$ cat config.mk
export PLATFORM = sky130hd
export DESIGN_NAME = key_input_ctrl
export DESIGN_NICKNAME = d
export VERILOG_FILES = /design/src/rtl/cpu_io_pkg.sv /design/src/rtl/key_debounce.sv /design/src/rtl/key_input_ctrl.sv
export SDC_FILE = /design/constraint.sdc
export NUM_CORES = 1
export LEC_CHECK = 0
export ABC_AREA = 0
export CORE_ASPECT_RATIO = 1.2
export CORE_MARGIN = 10
export CORE_UTILIZATION = 48
export CTS_CLUSTER_SIZE = 24
export DETAILED_ROUTE_END_ITERATION = 7
export GPL_TIMING_DRIVEN = 1
export PLACE_DENSITY = 0.76
export SYNTH_ARGS = -nofsm -noshare
export SYNTH_HDL_FRONTEND = slang
export SYNTH_HIERARCHICAL = 1
export SYNTH_SLANG_ARGS = --single-unit
$ cat constraint.sdc
create_clock -name clk_kit -period 1.8 [get_ports clk_kit]
set_clock_uncertainty 0.15 [all_clocks]
set_input_delay 0.27 -clock clk_kit [delete_from_list [all_inputs] [get_ports clk_kit]]
set_output_delay 0.27 -clock clk_kit [all_outputs]
set_load 0.1 [all_outputs]
$ cat src/rtl/cpu_io_pkg.sv
// Shared definitions for the CPU input-port blocks: default timing constants,
// the data width and the key-capture state encoding.
package cpu_io_pkg;

  localparam int unsigned DEF_DEBOUNCE_CYCLES = 32'd1000000;
  localparam int unsigned DEF_SYNC_STAGES     = 32'd2;
  localparam int unsigned DATA_W              = 32'd16;

  typedef enum logic [1:0] {
    ST_IDLE    = 2'd0,
    ST_ARMED   = 2'd1,
    ST_VALID   = 2'd2,
    ST_RELEASE = 2'd3
  } key_state_e;

  // Counter width able to hold the values 0..n.
  function automatic int unsigned cnt_width(input int unsigned n);
    int unsigned w;
    w = (n < 32'd2) ? 32'd1 : $clog2(n + 32'd1);
    return w;
  endfunction

endpackage

$ cat src/rtl/key_debounce.sv
// Pushbutton conditioner: synchronizer chain plus debounce counter, giving the
// stable key level and a one-cycle pulse on each debounced 1->0 change.
module key_debounce
  import cpu_io_pkg::*;
#(
  parameter int unsigned DEBOUNCE_CYCLES = DEF_DEBOUNCE_CYCLES,
  parameter int unsigned SYNC_STAGES     = DEF_SYNC_STAGES
) (
  input  logic clk_i,
  input  logic rst_ni,
  input  logic key_raw_i,
  output logic level_o,
  output logic press_o
);

  localparam int unsigned      CNT_W    = cnt_width(DEBOUNCE_CYCLES);
  localparam logic [CNT_W-1:0] CNT_LAST = CNT_W'(DEBOUNCE_CYCLES - 32'd1);

  logic [SYNC_STAGES-1:0] sync_q;
  logic [SYNC_STAGES-1:0] sync_d;
  logic [CNT_W-1:0]       count_q;
  logic [CNT_W-1:0]       count_d;
  logic                   level_q;
  logic                   level_d;
  logic                   press_q;
  logic                   press_d;
  logic                   key_s;
  logic                   differ_s;

  assign key_s    = sync_q[SYNC_STAGES-1];
  assign differ_s = key_s ^ level_q;

  // The level flips on the DEBOUNCE_CYCLES-th consecutive disagreeing cycle.
  always_comb begin
    sync_d  = {sync_q[SYNC_STAGES-2:0], key_raw_i};
    count_d = '0;
    level_d = level_q;
    press_d = 1'b0;
    if (differ_s) begin
      if (count_q == CNT_LAST) begin
        level_d = key_s;
        press_d = ~key_s;
      end else begin
        count_d = count_q + CNT_W'(1);
      end
    end else begin
      count_d = '0;
    end
  end

  always_ff @(posedge clk_i or negedge rst_ni) begin
    if (!rst_ni) begin
      sync_q  <= '1;
      count_q <= '0;
      level_q <= 1'b1;
      press_q <= 1'b0;
    end else begin
      sync_q  <= sync_d;
      count_q <= count_d;
      level_q <= level_d;
      press_q <= press_d;
    end
  end

  assign level_o = level_q;
  assign press_o = press_q;

endmodule

$ cat src/rtl/key_input_ctrl.sv
// Key-driven input port: on a CPU request, waits for a debounced key press and
// captures the slide-switch word, handing it over with a valid/ready exchange.
module key_input_ctrl
  import cpu_io_pkg::*;
#(
  parameter int unsigned DEBOUNCE_CYCLES = DEF_DEBOUNCE_CYCLES,
  parameter int unsigned SYNC_STAGES     = DEF_SYNC_STAGES
) (
  input  logic              clk_kit,
  input  logic              reset_n,
  input  logic              enter,
  input  logic [DATA_W-1:0] entrada,
  input  logic              read_req,
  output logic [DATA_W-1:0] data_out,
  output logic              data_valid,
  output logic              armed,
  output logic              missed
);

  logic [SYNC_STAGES-1:0][DATA_W-1:0] ent_sync_q;
  logic [DATA_W-1:0]                  ent_s;
  logic                               key_level_s;
  logic                               key_press_s;

  key_state_e        state_q;
  logic [DATA_W-1:0] data_q;
  logic              valid_q;
  logic              armed_q;
  logic              missed_q;

  key_debounce #(
    .DEBOUNCE_CYCLES(DEBOUNCE_CYCLES),
    .SYNC_STAGES    (SYNC_STAGES)
  ) u_key (
    .clk_i    (clk_kit),
    .rst_ni   (reset_n),
    .key_raw_i(enter),
    .level_o  (key_level_s),
    .press_o  (key_press_s)
  );

  // The switch word is sampled through its own chain so capture sees a settled value.
  always_ff @(posedge clk_kit or negedge reset_n) begin
    if (!reset_n) begin
      ent_sync_q <= '0;
    end else begin
      ent_sync_q <= {ent_sync_q[SYNC_STAGES-2:0], entrada};
    end
  end

  assign ent_s = ent_sync_q[SYNC_STAGES-1];

  always_ff @(posedge clk_kit or negedge reset_n) begin
    if (!reset_n) begin
      state_q  <= ST_IDLE;
      data_q   <= '0;
      valid_q  <= 1'b0;
      armed_q  <= 1'b0;
      missed_q <= 1'b0;
    end else begin
      case (state_q)
        ST_IDLE: begin
          if (key_press_s) begin
            missed_q <= 1'b1;
          end
          if (read_req) begin
            state_q <= ST_ARMED;
            armed_q <= 1'b1;
          end
        end
        ST_ARMED: begin
          if (key_press_s) begin
            data_q   <= ent_s;
            valid_q  <= 1'b1;
            armed_q  <= 1'b0;
            missed_q <= 1'b0;
            state_q  <= ST_VALID;
          end else if (!read_req) begin
            armed_q <= 1'b0;
            state_q <= ST_IDLE;
          end
        end
        ST_VALID: begin
          if (key_press_s) begin
            missed_q <= 1'b1;
          end
          if (valid_q && read_req) begin
            valid_q <= 1'b0;
            state_q <= ST_RELEASE;
          end
        end
        ST_RELEASE: begin
          // A key still held here must come fully up before another capture.
          if (key_press_s) begin
            missed_q <= 1'b1;
          end
          if (key_level_s) begin
            state_q <= ST_IDLE;
          end
        end
        default: begin
          state_q <= ST_IDLE;
          valid_q <= 1'b0;
          armed_q <= 1'b0;
        end
      endcase
    end
  end

  assign data_out   = data_q;
  assign data_valid = valid_q;
  assign armed      = armed_q;
  assign missed     = missed_q;

endmodule
# == Word level (Yosys, flattened, before mapping) ==
# Cells that the tools add are included.
# totals
register_bits,77
input_bits,20
out_inout_bits,19
# op_classes
addsub,1
eq_ne,10
muxes,19
bitwise,2
n_reduce_logical,11
# ops
cell,count
two-way mux 20 bit,2
"adder 20 x 1 -> 20 bit, second input constant",1
"== test 20 bit, second input constant",1
two-way mux 2 bit,5
two-way mux 1 bit,8
case mux 2 bit (4 select lines),1
"!= test 2 x 1 -> 1 bit, second input constant",3
case mux 1 bit (2 select lines),3
AND reduction 2 bit,3
AND reduction 3 bit,2
"== test 2 bit, second input constant",2
"!= test 2 bit, second input constant",2
AND reduction 4 bit,1
nonzero test 2 bit,2
"!= test 3 x 2 -> 1 bit, second input constant",1
OR reduction 3 bit,1
"== test 2 x 1 -> 1 bit, second input constant",1
logical NOT 2 bit,1
logical AND 1 bit,1
inverter 1 bit,1
bitwise XOR 1 bit,1

# == Longest topological paths before layout ==
# Gate-level depths: netlist of run 1.
# depth
word_depth,4
depth_mapped,5
ltp_nobuf,5

# == By module ==
# The synthesis of run 1 kept the hierarchy.
# modules_own_cells
module,instances,cells_each,area_each_um2,seq_area_each_um2
key_input_ctrl,1,88,1651.6,1326.3
key_debounce,1,107,1188.6,604.3

# == Worst setup path after synthesis of run 1 ==
# OpenSTA, ideal clock, no wires.
# synth_timing
path_kind,register to register
from,register u_key.count_q[11]
to,"register u_key.level_q, in the netlist u_key/level_o"
arrival_ns,1.660
t_required_ns,1.568
setup_slack_ns,-0.092
stages_incl_launch_ff,5
path_buffers,0
period_less_slack_ns,1.892
cell_sequence,dfrtp_1 > nor4_2 > nand4_2 > or4_4 > mux2_4
# synth_via
elab_chain_len,2
# synth_lines
element,line,text
from (decl),key_debounce.sv:21,logic [CNT_W-1:0] count_q;
from (signal assigned),key_debounce.sv:59,count_q <= count_d;
== test 20 bit,key_debounce.sv:40,if (count_q == CNT_LAST) begin
AND reduction 2 bit (no line),-,
to (signal assigned),key_debounce.sv:60,level_q <= level_d;
to (decl),key_debounce.sv:23,logic level_q;
# Every way passes these cells.
# A chain may end at the register's enable or synchronous reset.

# == Worst setup path after layout of run 1 ==
# layout_timing
from,register u_key.count_q[8]
to,"register u_key.level_q, in the netlist u_key/level_o"
# The elaborated chain is that of the path after synthesis.

==> results by group, run 1 <==
Synthesis
  – Netlist cell types: 40
  – Number of instances in the synthesized netlist: 195
  – Synth Flop Type: dfrtp_1
  – Synth async-reset ratio: 100%
  – Net Count, Synth: about 220
  – Synthesized area: 0.00284 mm²
  – Cell type contributing the most total cell area after synthesis: dfrtp_1
  – Number of flops mapped to enable cells by yosys: 0
  – Largest cells by area after synthesis: dfrtp_1, mux2_4, mux2_2
  – Warning count from the yosys run: 6
  – Top-area cell type share of the netlist area: between 60% and 70%
  – Count of state elements after synthesis: 77
  – Register area share after synthesis: 68.0%
  – Synthesized area per cell: approximately 15 µm²

Clock network
  – Clock tree from TritonCTS: yes
  – CTS Root Cell: clkbuf_8
  – Clock input transition at the sequential cells of the worst setup and hold paths: 0.08 ns
  – Clock latency at the later pin of the worst-skew pair: 0.34 ns
  – Bufs on Longest Clock Path: 2
  – CTS sink cnt: 77
  – Total clock buffers created by CTS: 9
  – H-tree Lvls: 3

Timing
  – Fin crit share: 103%
  – Final count of pins violating max slew: 0
  – Fin worst setup slack: -0.0487 ns
  – Achievable Freq: roughly 0.54 GHz
  – Final setup vio count: 19
  – Final count of hold timing violations: 0
  – Tightest slew margin relative to the limit: 65.5%
  – RSZ-0062 raised after global routing: yes
  – Minimum clock period after layout: 1.85 ns
  – Least-Margin Pin Slew: ~0.52 ns

Layout
  – Multi-input logic area: 933 µm²
  – FF+latch area: 0.00193 mm²
  – Area growth from synthesis to layout: 40.7%
  – ANT cells: 0
  – Final-layout fill cell count: about 400
  – Final-stage net count: 297
  – Final core utilization: 70.1%
  – Layout cells sized above 1: a little under two fifths

Setup path
  – Cell with the largest stage delay on the worst path: or4_4
  – Critical Setup Path Class: reg -> reg
  – Kind of cell with the highest combined delay on the critical path: simple AND/OR/NAND/NOR gates
  – Crit start category: flip-flop
  – Slowest stage delay, CP: between 0.4 and 0.5 ns
  – Highest net fanout along the worst path: 4
  – Required time of the worst setup path: 1.93 ns
  – Critical Path, Cell by Cell: nor4_4, nand4_2, or4_4, mux2_4
  – Arrival @ worst endpoint: between 1.5 and 2 ns
  – Worst R2R Setup Slack: -0.05 ns
  – Worst path bufs/invs: 0
  – CP endpoint kind: flip-flop

Floorplanning
  – Number of primary I/O pins: 39
  – Overall die width: around 90 µm
  – Effective utilization at floorplan: 49.8%
  – Standard-cell rows: 30
  – Core Box Area: 0.00571 mm²
  – Floorplan die area: 0.00941 mm²
  – Vertical extent of the die: roughly 100 µm

Pwr
  – Maximum vdd drop: 572 µV
  – Cell Int Power: 2390 µW
  – Net Sw Power: 686 µW
  – Sequential fraction of design power: 58.5%
  – Lkg Pwr: around 0.0018 µW
  – Switching Fraction: 22.3%
  – Final total power: 3080 µW
  – Combinational cell fraction of total power: 5.1%
  – Clock share of power: 36.4%
  – Power per unit of standard cell area: ~770 mW/mm²

Placed design
  – GPL Wtd Cong: 0.856
  – Port buffer count: 38
  – Post-DP HPWL: ~3800 µm

Detailed routing
  – Remaining antenna violation count: 0
  – DRT Pass-1 Iters: 4
  – Mean number of vias per cell: 5.00
  – Initial DRC Count: 74
  – Total number of vias: 1,806
  – Residual DRC count: 0
  – Average wire length per cell after detail routing: 14.9 µm
  – Sum of routed wire length over all layers: 5390 µm

GRT
  – Congestion Overflow GR: 0
  – First-pass GRT wire length: 9070 µm
  – Number of global-route vias before repair: 1,896
  – Total routing usage reported by global routing: 12.0%
  – Pin count of the biggest net entering global routing: 42
  – Number of antenna violations at the first check in global routing: 0

Status
  – Outcome: finished, violations left
  – Failing checks: setup timing

Run
  – Max-cap viol count: 0

Hold path
  – Class of the tightest hold or removal check: in -> reg
-- cell usage in the layout (no fill, tap or decap), types with 2 or more instances in the layout --
cell             instances
a21oi_1                  5
a21oi_2                  3
and3_1                   2
and4_1                   2
buf_12                  20
buf_4                   29
buf_6                    4
clkbuf_1                 2
clkbuf_8                10
clkdlybuf4s50_1         18
clkinv_2                 3
dfrtp_1                 74
dfstp_2                  3
inv_1                    2
mux2_2                   8
mux2_4                   9
nand2_1                 11
nand3_1                  5
nand3_2                  2
nand4_1                  2
nor2_1                  15
nor2_2                   2
nor2b_1                  2
nor3_1                   2
nor4_4                   2
o21ai_0                  3
o31ai_1                  3
or4_1                    2
or4_4                    2
xnor2_1                  7
xor2_1                   7
-- routing by layer --
layer | track usage (%) | wire, µm
met5 | 0 | 0
met1 | 14.4 | 2300
met2 | 18.3 | 2650
met3 | 3.54 | 244
met4 | 7.86 | 192
-- cells by family after synthesis --
family                     share of synthesized area, %
AOI/OAI and AO/OA                                  4.49
xor gates and xnor gates                           4.32
adders and majority gates                         0.440
buffers and inverters                              1.06
DFF                                                68.0
muxes                                              8.28
and+or+nand+nor                                    13.4
-- worst paths after layout --
kind                             startpoint              end  cells past startpoint
max reg2reg                u_key/count_q[8]    u_key/level_o                      4
min                                   enter  u_key/sync_q[0]                      1
min in group asynchronous           reset_n   ent_sync_q[11]                      2
max                        u_key/count_q[8]    u_key/level_o                      4
min reg2reg                   ent_sync_q[2]         ent_s[2]                      0
max in group asynchronous           reset_n        ent_s[15]                      3
-- state kept, by name, summed over array words and instances, names as in the netlist, named ones only --
| name | cells |
|---|---|
| ent_s | 16 |
| u_key/press_o | 1 |
| missed | 1 |
| u_key/count_q | 20 |
| data_out | 16 |
| data_valid | 1 |
| armed | 1 |
| state_q | 1 |
| ent_sync_q | 16 |
| u_key/level_o | 1 |
| u_key/sync_q | 2 |
-- synth_stat cells (2+ instances only) --
| master | count |
|---|---|
| nor4_2 | 2 |
| inv_1 | 2 |
| xor2_1 | 7 |
| nor3_1 | 2 |
| o21ai_0 | 3 |
| nand4_1 | 2 |
| nand3_2 | 2 |
| and4_1 | 2 |
| nor2b_1 | 2 |
| nor2_1 | 17 |
| or4_1 | 3 |
| mux2_2 | 8 |
| xnor2_1 | 7 |
| o31ai_1 | 3 |
| nand2_1 | 11 |
| dfrtp_1 | 74 |
| dfstp_2 | 3 |
| mux2_4 | 9 |
| nand4_2 | 2 |
| and3_1 | 3 |
| nand3_1 | 5 |
| a21oi_1 | 8 |
-- power by group through the flow --
stage	clock network [µW]	logic, µW	registers [µW]
after floorplan	0	23.0	1840
after global placement	0	148	1830
after detailed placement	0	149	1830
after CTS	1160	156	1800
after global routing	1230	173	1800
final	1120	158	1800
-- per-stage QoR --
step           setup TNS, ns  hold WS, ns  std cells  setup slack (ns)  area (µm²)
2_1_floorplan         -0.384       -0.176        195           -0.0577        2840
3_3_place_gp         -0.0498        0.130        339           -0.0498        3710
3_5_place_dp          -0.143        0.139        339           -0.0934        3710
4_1_cts               -0.426        0.164        359           -0.0576        3960
5_1_grt                -1.83        0.178        361            -0.107        4000
6_report              -0.487        0.179        361           -0.0487        4000
-- worst reg2reg max path: cells and delay by family, from the launching register on --
kind	cells	cell delay [ns]
AND/OR/NAND/NOR	3	0.92
multiplexers	1	0.31
flip-flops	1	0.41
-- cell type report --
cell class                 instances  share of cell area, %
clock buffer                      12                   3.63
clock inverter                     4                  0.595
inverter                           3                  0.282
multi-input combinational        113                   23.3
sequential                        77                   48.3
tap                               80                   2.50
timing repair buffer              72                   21.3
-- timing repair --
action,CTS,global route
setup buffers,2,2
gates cloned,1,0
pin swaps,7,4
endpoints found under the hold margin,35,0
gates resized for setup,9,7
hold buffers,1,0
setup endpoints to repair,5,22
(Power assumes the default switching activity.)
==> inputs of run 2 (changes only) <==
--- a/config.mk
+++ b/config.mk
@@ -5,14 +5,14 @@
 export SDC_FILE = /design/constraint.sdc
 export NUM_CORES = 1
 export LEC_CHECK = 0
-export ABC_AREA = 0
+export ABC_AREA = 1
 export CORE_ASPECT_RATIO = 1.2
 export CORE_MARGIN = 10
-export CORE_UTILIZATION = 48
+export CORE_UTILIZATION = 49
 export CTS_CLUSTER_SIZE = 24
 export DETAILED_ROUTE_END_ITERATION = 7
 export GPL_TIMING_DRIVEN = 1
-export PLACE_DENSITY = 0.76
+export PLACE_DENSITY = 0.77
 export SYNTH_ARGS = -nofsm -noshare
 export SYNTH_HDL_FRONTEND = slang
 export SYNTH_HIERARCHICAL = 1
==> results by group, run 2 <==
Status
  – Outcome: completed

Synthesis
  – Share of synthesized area spent on multiplexers: 0% (-8.3 points)
  – Library cell with the highest instance count after synthesis: nand2_1
  – Synth async-reset ratio: 100% (unchanged)
  – Number of instances in the synthesized netlist: 293 (+50%)
  – Number of flops mapped to enable cells by yosys: 0 (unchanged)
  – Synthesized-area fraction occupied by and/or/nand/nor cells: 27.2% (+14 points)
  – Synthesized area per cell: 10.3 µm² (-30%)
  – Register area share after synthesis: 64.3% (-3.7 points)
  – Top-area cell type share of the netlist area: 61.6% (-3.6 points)
  – Synth Area in Compound Gates: 1.75% (-2.7 points)
  – Netlist cell types: 30 (-25%)
  – Net Count, Synth: 314 (+45%)
  – Largest cells by area after synthesis: dfrtp_1, nand2_1, nor2_1
  – Synth Flop Type: dfrtp_1
  – Warning count from the yosys run: 6 (unchanged)
  – Post-synth top cells: nand2_1, dfrtp_1, nor2_1, inv_1, nand3_1
  – Main combinational cell family by area after synthesis: simple AND/OR/NAND/NOR gates
  – Cell type contributing the most total cell area after synthesis: dfrtp_1
  – Post-synthesis share of cell area spent on full adders, half adders and majority gates: 0.416% (-0.024 points)
  – Count of state elements after synthesis: 77 (unchanged)
  – Xor and xnor fraction of the mapped netlist area: 3.17% (-1.2 points)
  – Synthesized area: 0.00300 mm² (+5.8%)

Timing
  – Fin crit share: 86.7% (-16 points)
  – Tightest slew margin relative to the limit: 65.3% (-0.15 points)
  – Total Neg Setup Slack: 0 ns (+0.487 ns)
  – Least-Margin Pin Slew: 0.520 ns (+0.00223 ns)
  – Final setup vio count: 0 (-19)
  – Final count of pins violating max slew: 0 (unchanged)
  – Achievable Freq: 0.641 GHz (+18%)
  – Minimum clock period after layout: 1.56 ns (-0.288 ns)
  – Final count of hold timing violations: 0 (unchanged)
  – RSZ-0062 raised after global routing: no

Setup path
  – Crit start category: flip-flop
  – Required time of the worst setup path: 1.88 ns (-0.05 ns)
  – Arrival @ worst endpoint: 1.65 ns (-0.33 ns)
  – Worst R2R Path Depth: 6 (+2)
  – CP endpoint kind: flip-flop
  – Critical Setup Path Class: reg -> reg
  – Highest net fanout along the worst path: 7 (+3)

Detailed routing
  – Sum of routed wire length over all layers: 5930 µm (+10%)
  – DRT Pass-1 Iters: 4 (unchanged)
  – Mean number of vias per cell: 4.84 (-3.2%)
  – Total number of vias: 2,091 (+16%)
  – Remaining antenna violation count: 0 (unchanged)
  – Average wire length per cell after detail routing: 13.7 µm (-8.1%)
  – Initial DRC Count: 96 (+30%)
  – Residual DRC count: 0 (unchanged)

Clock network
  – Bufs on Longest Clock Path: 2 (unchanged)
  – Quantity of hold-fixing buffers added after cts: 1 (unchanged)
  – Clock latency at the later pin of the worst-skew pair: 0.35 ns (about the same)
  – Total clock buffers created by CTS: 9 (unchanged)
  – CTS sink cnt: 77 (unchanged)
  – H-tree Lvls: 3 (unchanged)
  – CTS Root Cell: clkbuf_8
  – Clock tree from TritonCTS: yes
  – Post-CTS setup buffer count: 0 (-2)
  – Clock input transition at the sequential cells of the worst setup and hold paths: 0.08 ns (about the same)
  – Quantity of gates resized following cts: 0 (-9)

Layout
  – Area of all placed cells without fillers: 0.00395 mm² (-1.2%)
  – Layout cells sized above 1: 22.3% (-15 points)
  – Register name with the most flops: u_key/count_q
  – Final-stage net count: 366 (+23%)
  – Top library cells by usage in the layout, fill and taps aside: nand2_1, dfrtp_1, nor2_1
  – ANT cells: 0 (unchanged)
  – Most frequent standard cell in the layout excluding fill and tap cells: nand2_1
  – Area growth from synthesis to layout: 31.5%
  – Flip-flop count of the largest register, all copies and words added: 20 (unchanged)

Pwr
  – Power per unit of standard cell area: 919 mW/mm² (+19%)
  – Lkg Pwr: 0.00182 µW (-0.28%)
  – Maximum vdd drop: 672 µV (+18%)

GRT
  – Number of global-route vias before repair: 2,224 (+17%)
  – First-pass GRT wire length: 10,200 µm (+13%)
  – Number of antenna violations at the first check in global routing: 0 (unchanged)
  – Congestion Overflow GR: 0 (unchanged)
  – Total routing usage reported by global routing: 13.3% (+1.2 points)
  – Pin count of the biggest net entering global routing: 30 (-29%)

Hold path
  – Hold Path Cell Cnt: 1 (unchanged)
  – Class of the tightest hold or removal check: in -> reg

Placed design
  – GPL Wtd Cong: 0.833 (-2.6%)
  – Placed inst area: 0.00371 mm² (about the same)
  – Port buffer count: 38 (unchanged)
  – Post-DP HPWL: 4390 µm (+16%)

Floorplanning
  – Standard-cell rows: 31 (+3.3%)
  – Effective utilization at floorplan: 50.0% (+0.19 points)
  – Core Box Area: 0.00601 mm² (+5.4%)
  – Vertical extent of the die: 106 µm (+1.4%)
  – Overall die width: 91.5 µm (+1.4%)
  – Number of primary I/O pins: 39 (unchanged)
  – Floorplan die area: 0.00968 mm² (+2.9%)

Run
  – Max-cap viol count: 0 (unchanged)
## run 2: cell types whose count changed after synthesis, moves of 4 or more
cell,previous run,this run
xnor2_1,7,2
nand2_2,0,8
mux2_4,9,0
nor2_2,0,9
nand3_1,5,15
mux2_2,8,0
nand2_1,11,83
a21oi_1,8,3
nor2_1,17,37
inv_1,2,18
nor2_4,0,4
## run 2: worst paths after layout
kind,slack [ns],to,startpoint
max reg2reg,0.24,u_key/count_q[5],u_key/count_q[0]
max,0.24,u_key/count_q[5],u_key/count_q[0]
min in group asynchronous,0.28,ent_s[7],reset_n
min,0.20,u_key/sync_q[0],enter
min reg2reg,0.20,ent_s[3],ent_sync_q[3]
max in group asynchronous,0.61,u_key/sync_q[1],reset_n
## run 2: cell families (layout without fill, tap and decap cells)
| family | Yosys count | after routing |
|---|---|---|
| xor+xnor | 10 | 10 |
| buf+inv | 23 | 80 |
| flops | 77 | 77 |
| simple gates | 173 | 173 |
| fa+ha+maj | 1 | 1 |
| compound gates | 9 | 9 |
## run 2: area by class of cell
| cell class | count | area [µm²] |
|---|---|---|
| Clock inverter | 6 | 91.3 |
| Fill cell | 453 | 2060 |
| Inverter | 21 | 81.3 |
| Clock buffer | 10 | 138 |
| Sequential cell | 77 | 1930 |
| Tap cell | 82 | 103 |
| Multi-Input combinational cell | 193 | 976 |
| Timing Repair Buffer | 43 | 631 |
## run 2: report_power, final
part | internal (µW) | leakage [µW] | switching, µW | total, µW
registers | 1800 | 0.000979 | 47.4 | 1840
clock network | 830 | 0.000118 | 631 | 1460
logic | 126 | 0.000723 | 197 | 324
total | 2750 | 0.00182 | 875 | 3630
## run 2: routing by layer
| layer | global-route usage (%) | vias to the layer above | routed length (µm) |
|---|---|---|---|
| met5 | 0 | - | 0 |
| met1 | 14.8 | 1023 | 2370 |
| met3 | 3.48 | 6 | 273 |
| met2 | 22.5 | 37 | 3230 |
| met4 | 7.29 | 0 | 63 |
| li1 | - | 1025 | - |
## run 2: critical path, stage by stage, from the launching register on
cell     delay, ns
dfrtp_1       0.38
ha_1          0.20
nand3_1       0.17
nor2_4        0.17
nand3_2       0.17
nand2_4       0.14
nor2_1        0.05
## run 2: per-stage QoR
step / setup WS, ns / hold WS (ns) / power [µW] / cells / utilization [%]
after floorplan: 0.229 / -0.176 / 2030 / 293 / -
after global placement: 0.311 / 0.122 / 2190 / 415 / 61.7
after detailed placement: 0.248 / 0.115 / 2210 / 415 / 61.7
after CTS: 0.239 / 0.190 / 3660 / 432 / 65.7
after global routing: 0.114 / 0.193 / 3780 / 432 / 65.7
final: 0.240 / 0.196 / 3630 / 432 / 65.7
